**config.mk**
```make
export PLATFORM = sky130hd
export DESIGN_NAME = xif_copro_ex_arbiter
export DESIGN_NICKNAME = d
export VERILOG_FILES = /design/src/rtl/xif_copro_pkg.sv /design/src/rtl/xif_copro_id_fifo.sv /design/src/rtl/xif_copro_ex_arbiter.sv
export SDC_FILE = /design/constraint.sdc
export NUM_CORES = 1
export LEC_CHECK = 0
export ABC_AREA = 0
export ABC_CLOCK_PERIOD_IN_PS = 5350
export CAP_MARGIN = 20
export CORE_AREA = 2 2 212 214
export CTS_BUF_LIST = sky130_fd_sc_hd__clkbuf_16
export CTS_CLUSTER_DIAMETER = 120
export DETAILED_ROUTE_END_ITERATION = 10
export DIE_AREA = 0 0 214 216
export PLACE_DENSITY = 0.4
export SYNTH_ARGS = -nofsm -noshare
export SYNTH_HDL_FRONTEND = slang
export SYNTH_SLANG_ARGS = --single-unit
```
**constraint.sdc**
```tcl
create_clock -name clk_i -period 5.35 [get_ports clk_i]
set_clock_uncertainty 0.2 [all_clocks]
set_input_delay 1.07 -clock clk_i [delete_from_list [all_inputs] [get_ports clk_i]]
set_output_delay 1.07 -clock clk_i [all_outputs]
set_load 0.02 [all_outputs]
```
**src/rtl/xif_copro_pkg.sv**
```systemverilog
// Shared coprocessor-interface definitions.
// Contents: copro_op_e operator encoding and the default requester-ID FIFO depth
// used by the EX-stage arbiter.
package xif_copro_pkg;

  typedef enum logic [1:0] {
    CoproAdd = 2'd0,
    CoproSub = 2'd1,
    CoproMul = 2'd2,
    CoproAnd = 2'd3
  } copro_op_e;

  // Default depth of the requester-ID FIFO (power of two, >= 2).
  localparam int unsigned XifMaxOutstanding = 2;

endpackage

```
**src/rtl/xif_copro_id_fifo.sv**
```systemverilog
// Requester-ID / tag FIFO for the coprocessor EX arbiter.
// Records which requester issued each in-flight instruction, plus its tag, so results
// can be routed back in issue order.
// Ports:
//   clk_i, rst_ni           clock, asynchronous active-low reset
//   push_i                  write push_id_i / push_tag_i (ignored when full)
//   pop_i                   drop the head entry (ignored when empty)
//   full_o, empty_o         occupancy flags
//   head_id_o, head_tag_o   oldest entry
module xif_copro_id_fifo #(
  parameter int unsigned DEPTH = 2,
  parameter int unsigned ID_W  = 1,
  parameter type         tag_t = logic
) (
  input  logic            clk_i,
  input  logic            rst_ni,
  input  logic            push_i,
  input  logic [ID_W-1:0] push_id_i,
  input  tag_t            push_tag_i,
  input  logic            pop_i,
  output logic            full_o,
  output logic            empty_o,
  output logic [ID_W-1:0] head_id_o,
  output tag_t            head_tag_o
);

  localparam int unsigned PtrW = $clog2(DEPTH);
  localparam logic [PtrW:0] CntFull = DEPTH[PtrW:0];

  logic [PtrW-1:0] wr_ptr_q, rd_ptr_q;
  logic [PtrW:0]   cnt_q, cnt_d;
  logic [ID_W-1:0] id_mem [DEPTH];
  tag_t            tag_mem [DEPTH];
  logic            do_push, do_pop;

  assign full_o     = (cnt_q == CntFull);
  assign empty_o    = (cnt_q == '0);
  assign do_push    = push_i & ~full_o;
  assign do_pop     = pop_i & ~empty_o;
  assign head_id_o  = id_mem[rd_ptr_q];
  assign head_tag_o = tag_mem[rd_ptr_q];

  always_comb begin
    cnt_d = cnt_q;
    case ({do_push, do_pop})
      2'b10:   cnt_d = cnt_q + 1'b1;
      2'b01:   cnt_d = cnt_q - 1'b1;
      default: cnt_d = cnt_q;
    endcase
  end

  // Pointers wrap naturally since DEPTH is a power of two.
  always_ff @(posedge clk_i or negedge rst_ni) begin
    if (!rst_ni) begin
      wr_ptr_q <= '0;
      rd_ptr_q <= '0;
      cnt_q    <= '0;
    end else begin
      cnt_q <= cnt_d;
      if (do_push) wr_ptr_q <= wr_ptr_q + 1'b1;
      if (do_pop)  rd_ptr_q <= rd_ptr_q + 1'b1;
    end
  end

  // Storage needs no reset: entries are only read while the count covers them.
  always_ff @(posedge clk_i) begin
    if (do_push) begin
      id_mem[wr_ptr_q]  <= push_id_i;
      tag_mem[wr_ptr_q] <= push_tag_i;
    end
  end

endmodule

```
**src/rtl/xif_copro_ex_arbiter.sv**
```systemverilog
// Shares one coprocessor EX stage among NUM_REQ requesters.
// Issue side: round-robin grant, locked while an offered issue is stalled.
// Result side: results return in issue order; a FIFO of requester IDs/tags routes each
// result back to its issuer and cross-checks the returned tag.
// Ports:
//   clk_i, rst_ni                                  clock, asynchronous active-low reset
//   req_valid_i/req_ready_o, req_operand_*_i,
//   req_operator_i, req_tag_i                      per-requester issue
//   ex_valid_o/ex_ready_i, ex_operand_*_o,
//   ex_operator_o, ex_tag_o                        issue to EX stage
//   ex_valid_i/ex_ready_o, ex_result_i, ex_tag_i   result from EX stage
//   rsp_valid_o/rsp_ready_i, rsp_result_o,
//   rsp_tag_o                                      per-requester result (payload broadcast)
//   busy_o                                         instructions in flight
//   err_o                                          sticky protocol error
module xif_copro_ex_arbiter
  import xif_copro_pkg::*;
#(
  parameter int unsigned NUM_REQ         = 2,
  parameter int unsigned XLEN            = 64,
  parameter type         tag_t           = logic,
  parameter int unsigned MAX_OUTSTANDING = XifMaxOutstanding
) (
  input  logic                          clk_i,
  input  logic                          rst_ni,
  input  logic [NUM_REQ-1:0]            req_valid_i,
  output logic [NUM_REQ-1:0]            req_ready_o,
  input  logic [NUM_REQ-1:0][XLEN-1:0]  req_operand_a_i,
  input  logic [NUM_REQ-1:0][XLEN-1:0]  req_operand_b_i,
  input  copro_op_e [NUM_REQ-1:0]       req_operator_i,
  input  tag_t [NUM_REQ-1:0]            req_tag_i,
  output logic                          ex_valid_o,
  input  logic                          ex_ready_i,
  output logic [XLEN-1:0]               ex_operand_a_o,
  output logic [XLEN-1:0]               ex_operand_b_o,
  output copro_op_e                     ex_operator_o,
  output tag_t                          ex_tag_o,
  input  logic                          ex_valid_i,
  output logic                          ex_ready_o,
  input  logic [XLEN-1:0]               ex_result_i,
  input  tag_t                          ex_tag_i,
  output logic [NUM_REQ-1:0]            rsp_valid_o,
  input  logic [NUM_REQ-1:0]            rsp_ready_i,
  output logic [XLEN-1:0]               rsp_result_o,
  output tag_t                          rsp_tag_o,
  output logic                          busy_o,
  output logic                          err_o
);

  localparam int unsigned IdxW = (NUM_REQ > 1) ? $clog2(NUM_REQ) : 1;
  localparam logic [IdxW-1:0] LastIdx = IdxW'(NUM_REQ - 1);

  logic [IdxW-1:0] rr_ptr_q, rr_ptr_d;
  logic [IdxW-1:0] lock_idx_q, lock_idx_d;
  logic            lock_q, lock_d;
  logic            err_q, err_d;
  logic [IdxW-1:0] grant, cand, head_idx;
  logic            gnt_valid;
  logic            fifo_full, fifo_empty, push, pop;
  tag_t            head_tag;

  // Round-robin search starting at rr_ptr_q, unless a stalled offer holds the grant.
  always_comb begin
    grant     = lock_idx_q;
    gnt_valid = lock_q;
    cand      = '0;
    if (!lock_q) begin
      for (int unsigned k = 0; k < NUM_REQ; k++) begin
        cand = IdxW'((32'(rr_ptr_q) + k) % NUM_REQ);
        if (!gnt_valid && req_valid_i[cand]) begin
          grant     = cand;
          gnt_valid = 1'b1;
        end
      end
    end
  end

  always_comb begin
    ex_valid_o     = gnt_valid & req_valid_i[grant] & ~fifo_full;
    ex_operand_a_o = '0;
    ex_operand_b_o = '0;
    ex_operator_o  = copro_op_e'('0);
    ex_tag_o       = '0;
    req_ready_o    = '0;
    if (gnt_valid) begin
      ex_operand_a_o = req_operand_a_i[grant];
      ex_operand_b_o = req_operand_b_i[grant];
      ex_operator_o  = req_operator_i[grant];
      ex_tag_o       = req_tag_i[grant];
      req_ready_o[grant] = ex_ready_i & ~fifo_full;
    end
    push = ex_valid_o & ex_ready_i;

    rr_ptr_d   = rr_ptr_q;
    if (push) rr_ptr_d = (grant == LastIdx) ? '0 : grant + 1'b1;
    lock_d     = ex_valid_o & ~ex_ready_i;
    lock_idx_d = grant;
  end

  // Result routing: head of the ID FIFO owns the current result beat.
  always_comb begin
    rsp_valid_o = '0;
    if (!fifo_empty) rsp_valid_o[head_idx] = ex_valid_i;
    ex_ready_o   = ~fifo_empty & rsp_ready_i[head_idx];
    pop          = ex_valid_i & ex_ready_o;
    rsp_result_o = ex_result_i;
    rsp_tag_o    = ex_tag_i;
    err_d        = err_q | (ex_valid_i & fifo_empty) | (pop & (ex_tag_i != head_tag));
  end

  assign busy_o = ~fifo_empty;
  assign err_o  = err_q;

  always_ff @(posedge clk_i or negedge rst_ni) begin
    if (!rst_ni) begin
      rr_ptr_q   <= '0;
      lock_q     <= 1'b0;
      lock_idx_q <= '0;
      err_q      <= 1'b0;
    end else begin
      rr_ptr_q   <= rr_ptr_d;
      lock_q     <= lock_d;
      lock_idx_q <= lock_idx_d;
      err_q      <= err_d;
    end
  end

  xif_copro_id_fifo #(
    .DEPTH (MAX_OUTSTANDING),
    .ID_W  (IdxW),
    .tag_t (tag_t)
  ) u_id_fifo (
    .clk_i      (clk_i),
    .rst_ni     (rst_ni),
    .push_i     (push),
    .push_id_i  (grant),
    .push_tag_i (ex_tag_o),
    .pop_i      (pop),
    .full_o     (fifo_full),
    .empty_o    (fifo_empty),
    .head_id_o  (head_idx),
    .head_tag_o (head_tag)
  );

endmodule

```
---- Yosys cells after proc, flatten, opt, wreduce, memory -nomap -nowiden ----
Memory sizes are Yosys's and may differ from the RTL's.
Cells that the tools add are included.
storage, ports and cells
  register bits after elaboration ......... 8
  word-level logic and storage cells ...... 88
  output and inout port bits .............. 204
  RAM bits ................................ 4
  memories ................................ 2
memory list
  memory             depth  bits a word  read ports  clocked after Yosys merged registers in  wr ports  line                     text
  u_id_fifo.id_mem   2      1            1           0                                        1         xif_copro_id_fifo.sv:32  logic [ID_W-1:0] id_mem [DEPTH];
  u_id_fifo.tag_mem  2      1            1           0                                        1         xif_copro_id_fifo.sv:33  tag_t tag_mem [DEPTH];
cells by class
  order comparisons ....................... 6
  muxes and demuxes ....................... 37
  add/subtract/negate cells ............... 6
  reductions and logical operators ........ 8
  eq/ne operators ......................... 4
  bitwise logic cells ..................... 18
operator list
  operator               count
  $mux W64               6
  $mux W1                23
  $and A1 B1 Y1          11
  $mux W2                5
  $lt A1 B2 Y1 const B   4
  $add A1 B1 Y1 const B  4
  $and A2 B2 Y2          2
  $eq A2 B2 Y1 const B   2
  $logic_and A1 B1 Y1    4
  $pmux W2 S2            1
  $not A1 Y1             3
  $add A2 B1 Y2 const B  1
  $demux W1 S1           2
  $eq A2 B1 Y1 const B   1
  $ge A1 B1 Y1 const B   2
  $logic_not A1 Y1       2
  $logic_not A2 Y1       1
  $or A1 B1 Y1           2
  $reduce_bool A2 Y1     1
  $sub A2 B1 Y2 const B  1
  $ne A1 B1 Y1           1

---- Logic depth before layout (Yosys ltp) ----
  depth after elaboration ................. 17
  mapped depth ............................ 8

---- Hierarchy ----
A second synthesis with hierarchy kept.
unflattened totals
  cell total of the unflattened synthesis .. 556
  area total of the unflattened synthesis .. 3075.4 sq um
by module, submodules not included
  module                area an instance (sq um)  cells an instance  times used
  xif_copro_ex_arbiter  2736.4                    532                1
  xif_copro_id_fifo     339.1                     24                 1

---- Worst setup path before layout ----
Ideal clock, no wire load.
  path type ............................... input to output
  from .................................... in req_valid_i[1]
  to ...................................... out req_ready_o[0]
  setup slack ............................. 1.723 ns
  arrival time ............................ 2.357 ns
  buffers on the path ..................... 1
  stages .................................. 5
  cells stage by stage .................... and2_1 o32ai_4 inv_2 clkbuf_1 nor3_1
between the ends
  word-level cells in the longest chain between the ends .. 15
  elaborated cells on any way between the ends .. 21
  those cells by class .................... order compare (2); mux (14); bitwise (1); reduce/logical (4)
RTL lines
  what                                                                line                        text
  start: declaration                                                  xif_copro_ex_arbiter.sv:26  input logic [NUM_REQ-1:0] req_valid_i,
  $mux W1 (not written as such) (2 in series)                         xif_copro_ex_arbiter.sv:70  if (!gnt_valid && req_valid_i[cand]) begin
  $logic_and A1 B1 Y1                                                 xif_copro_ex_arbiter.sv:70
  $mux W1                                                             xif_copro_ex_arbiter.sv:70
  $mux W1                                                             xif_copro_ex_arbiter.sv:67  if (!lock_q) begin
  $logic_not A1 Y1                                                    xif_copro_ex_arbiter.sv:70
  $logic_and A1 B1 Y1                                                 xif_copro_ex_arbiter.sv:70
  $mux W1 *                                                           xif_copro_ex_arbiter.sv:70
  $mux W1 *                                                           xif_copro_ex_arbiter.sv:67
  net grant                                                           xif_copro_ex_arbiter.sv:57  logic [IdxW-1:0] grant, cand, head_idx;
  $lt A1 B2 Y1 (not written as such) or $ge A1 B1 Y1 (tied branches)  xif_copro_ex_arbiter.sv:90  req_ready_o[grant] = ex_ready_i & ~fifo_full;
  $logic_and A1 B1 Y1 (not written as such)                           xif_copro_ex_arbiter.sv:90
  $mux W1 (not written as such)                                       xif_copro_ex_arbiter.sv:90
  $demux W1 S1 *                                                      xif_copro_ex_arbiter.sv:90
  $and A2 B2 Y2 (no source line) *                                    n/a
  $mux W2 *                                                           xif_copro_ex_arbiter.sv:85  if (gnt_valid) begin
  end: declaration                                                    xif_copro_ex_arbiter.sv:27  output logic [NUM_REQ-1:0] req_ready_o,
Mark *: on every way through the listed nets, which the timed path passes. The rest lies on a longest branch. The select of a mux whose other input is x is not followed.

---- Final worst setup path ----
  from .................................... in req_valid_i[1]
  to ...................................... out ex_operand_b_o[42]
between the ends
  word-level cells in the longest chain between the ends .. 12
  elaborated cells on any way between the ends .. 17
  those cells by class .................... mux (14); reduce/logical (3)
RTL lines
  what                                          line                        text
  $mux W1 (not written as such) (2 in series)   xif_copro_ex_arbiter.sv:70
  $logic_and A1 B1 Y1                           xif_copro_ex_arbiter.sv:70
  $mux W1                                       xif_copro_ex_arbiter.sv:70
  $mux W1                                       xif_copro_ex_arbiter.sv:67
  $logic_not A1 Y1                              xif_copro_ex_arbiter.sv:70
  $logic_and A1 B1 Y1                           xif_copro_ex_arbiter.sv:70
  $mux W1                                       xif_copro_ex_arbiter.sv:70
  $mux W1                                       xif_copro_ex_arbiter.sv:67
  $mux W64 (not written as such) (2 in series)  xif_copro_ex_arbiter.sv:87  ex_operand_b_o = req_operand_b_i[grant];
  $mux W64 *                                    xif_copro_ex_arbiter.sv:85
  end: declaration                              xif_copro_ex_arbiter.sv:35  output logic [XLEN-1:0] ex_operand_b_o,
Mark *: on every way between the ends. The rest lies on a longest branch, timed or not. The select of a mux whose other input is x is not followed.

==> summary.md <==
| Metric | Value |
|---|---|
| Status | `finished clean` |
| Peak VDD IR | `0.1085 mV` |
| Clock share of power | `0.054` |
| Synthesized area per cell | `5.257 um^2` |
| Slowest-stage cell, CP | `clkdlybuf4s50_1` |
| Rows | `77` |
| DRC Markers | `0` |
| Num Clock Sinks | `12` |
| Final period utilization | `0.9135` |
| Final Max Slew Viols | `0` |
| Ys flop type | `dfrtp_1` |
| Largest net degree at the start of global routing | `77` |
| Worst slew margin | `0.6944` |
| Top Metal Used | `met4` |
| Synth cell types | `25` |
| Flop and latch count out of synthesis | `12` |
| Post-route insts no fill | `1466` |
| Clock-pin slew on the worst setup and hold paths | `40 ps` |
| Met1 wire length | `7426 um` |
| Filler cells | `~5100` |
| Routed len/inst | `roughly 14 um` |
| CP max FO | `around 70` |
| P_sw | `1282 uW` |
| Yosys top cell area share | `0.3403` |
| Global-route wire length before repair | `29950 um` |
| Setup TNS | `0 ps` |
| Hold Vio Cnt, Final | `0` |
| WP data required | `4080 ps` |
| Initial Utilization | `0.06668` |
| Initial antenna violation count | `0` |
| Die Y | `around 220 um` |
| Hold Buf Count CTS | `0` |
| Min Clock Period, post-route | `4887 ps` |
| Post-CTS setup buffers | `0` |
| Max-cap violations | `0` |
| Layout area overhead | `151.7%` |
| Synth top area cells | `nand2_1 (34%), a21oi_1 (23%), buf_4 (17%)` |
| Placed Cells | `1462` |
| Cell area after placement | `7277 um^2` |
| Fin nets | `1211` |
| Worst path arrival time | `3620 ps` |
| Setup slack after layout | `462.6 ps` |
| Syn nets | `892` |
| Number of global-route vias before repair | `~5000` |
| Fmax | `0.2046 GHz` |
| Sequential-to-total area share from yosys stat | `0.1096` |
| # diodes | `0` |
| Die ar. | `46220 um^2` |
| Worst slack, placed | `about 420 ps` |
| Buffers on Ports | `410` |
| Endpoint, Worst Hold | `err_o` |
| Post-CTS Resized | `0` |
| Syn Inst Count | `556` |
| Met3 WL | `1918 um` |
| CP startpoint kind | `primary input` |
| CTS root buf | `clkbuf_16` |
| Int Pwr | `1280 uW` |
| Leakage | `0.002741 uW` |
| Most used cell, CP | `clkdlybuf4s50_1` |
| Die Width | `214 um` |
| Yosys top cell by area | `nand2_1` |
| Final instance area | `7356 um^2` |
| Crit-path max cell delay | `between 600 and 700 ps` |
| Hold depth | `1` |
| GPL Wtd Cong | `~0.87` |
| Gr usage total | `0.08253` |
| Final core utilization | `0.1678` |
| Remaining global-route overflow | `0` |
| Post-synth EDFFs | `4` |
| R2r setup slk | `between 3000 and 4000 ps` |
| Post-DP HPWL | `17200 um` |
| Met2 routed WL | `10230 um` |
| Mapped Area | `slightly below 3000 um^2` |
| Via density | `3.297` |
| Core Area | `~44000 um^2` |
| Ys Warns | `0` |
| H-tree depth | `1` |
| # IOs | `about 540` |
| CTS tree | `done` |
| Sw Ratio | `0.5003` |
| Worst Hold Class | `reg2reg` |
| Cell Chain, Critical Path | `clkdlybuf4s50_1 > nor2b_1 > o32ai_4 > inv_4 > buf_12 > nand2_1 > a21oi_1 > clkdlybuf4s50_1` |
| DR iter-0 viols | `219` |
| Worst-Margin Slew | `458.5 ps` |
| Pwr dens | `348.4 nW/um^2` |
| Worst Hold Launch | `err_o` |
| Worst skew pair latency | `240 ps` |
| Detailed Route WL | `20660 um` |
| R2R depth | `6` |
| Kind of critical path | `in2out` |
| Combinational Power Share | `0.883` |
| RSZ-0062 raised after global routing | `no` |
| Critical R2R Launch | `u_id_fifo.rd_ptr_q` |
| Post-DRT Antenna Nets | `0` |
| Async set or reset register ratio after synthesis | `0.6667` |
| Num CTS Buffers | `3` |
| Final setup violation count | `0` |
| Max Buffers Root-to-Sink | `2` |
| Vias | `4834` |
| Layout cell share with drive strength beyond 1 | `0.02059` |
| Router iterations before antenna repair | `5` |
| Reg power frac | `0.064` |
| Worst r2r dst | `u_id_fifo.cnt_q[1]` |
| Worst Setup End Kind | `primary output` |
## layer usage
metal / vias to the layer above / track usage
li1: 2357 / -
met5: - / 0
met4: 0 / 0.04499
met1: 2101 / 0.08785
met2: 295 / 0.1478
met3: 81 / 0.02255
## metrics by stage
step           hold WS [ps]  power (uW)
6_report              253.6        2562
5_1_grt               286.3        2745
4_1_cts               256.7        2604
3_5_place_dp          246.9        2450
3_3_place_gp          249.5        2461
2_1_floorplan         255.2        1368
## layout by cell type, fill, tap and decap left out, types with 2 or more instances in the layout
cell	n
clkdlybuf4s50_1	410
nand2_1	265
a21oi_1	132
dfrtp_1	8
buf_12	7
nor2_1	6
nor3_1	4
xor2_1	4
buf_4	4
edfxtp_1	4
and2_1	3
mux2i_1	3
clkbuf_16	3
nor2b_1	2
inv_1	2
nand2b_1	2
nor4_1	2
a31oi_1	2
xnor2_1	2
## synthesized netlist by cell type, types with 2 or more instances
master	count
nor2_1	6
buf_2	16
a21oi_1	132
a31oi_1	2
nor3_1	4
nor2b_1	2
nor4_1	2
nand2_1	265
nand2b_1	2
xor2_1	4
edfxtp_1	4
inv_1	2
dfrtp_1	8
inv_2	2
clkbuf_1	25
buf_4	66
and2_1	3
xnor2_1	2
mux2i_1	3
## critical path, delay by kind of cell
family	cells	cell delay [ps]
buf+inv	4	1660
compound gates	2	440
simple gates	2	360
## sequential cells by signal, indices dropped and copies added, names as in the netlist
signal and cells:
u_id_fifo.rd_ptr_q 1, lock_q 1, u_id_fifo.wr_ptr_q 1, u_id_fifo.cnt_q 2, u_id_fifo.id_mem 2, err_o 1
lock_idx_q 1, u_id_fifo.tag_mem 2, rr_ptr_q 1
## logic make-up after synthesis
kind of cell	Yosys count	synth area share
adder cells (fa/ha/maj)	1	0.004280
AND/OR/NAND/NOR	286	0.3797
flip-flops	12	0.1096
AO/OA/AOI/OAI	137	0.2440
multiplexers	3	0.01027
XOR/XNOR	6	0.01798
buffers and inverters	111	0.2342
## power groups by stage
stage | clock network (uW) | registers, uW | logic [uW]
global placement | 0 | 164 | 2300
finish | 138 | 163 | 2260
CTS | 141 | 164 | 2300
global route | 144 | 169 | 2430
floorplan | 0 | 157 | 1210
detailed placement | 0 | 164 | 2290
## final cells by class
cell class / count / area, um^2 / share of cell area
Multi-Input combinational cell: 433 / 1924 / 0.2616
Timing Repair Buffer: 421 / 4274 / 0.5811
Inverter: 4 / 17.52 / 0.002381
Clock inverter: 1 / 3.754 / 0.0005103
Clock buffer: 3 / 75.07 / 0.01021
Sequential cell: 12 / 320.3 / 0.04354
Tap cell: 592 / 740.7 / 0.1007
## how the worst max path moves through the flow
| stage | from | endpoint | depth (start not counted) |
|---|---|---|---|
| 5_1_grt | req_valid_i[1] | ex_operand_b_o[42] | 8 |
| 3_5_place_dp | req_valid_i[1] | ex_operand_b_o[42] | 8 |
| 2_1_floorplan | req_valid_i[1] | req_ready_o[0] | 5 |
| 3_3_place_gp | req_valid_i[1] | ex_operand_b_o[42] | 8 |
| 6_report | req_valid_i[1] | ex_operand_b_o[42] | 8 |
| 4_1_cts | req_valid_i[1] | ex_operand_b_o[42] | 8 |
Power figures use the tool's default switching activity.
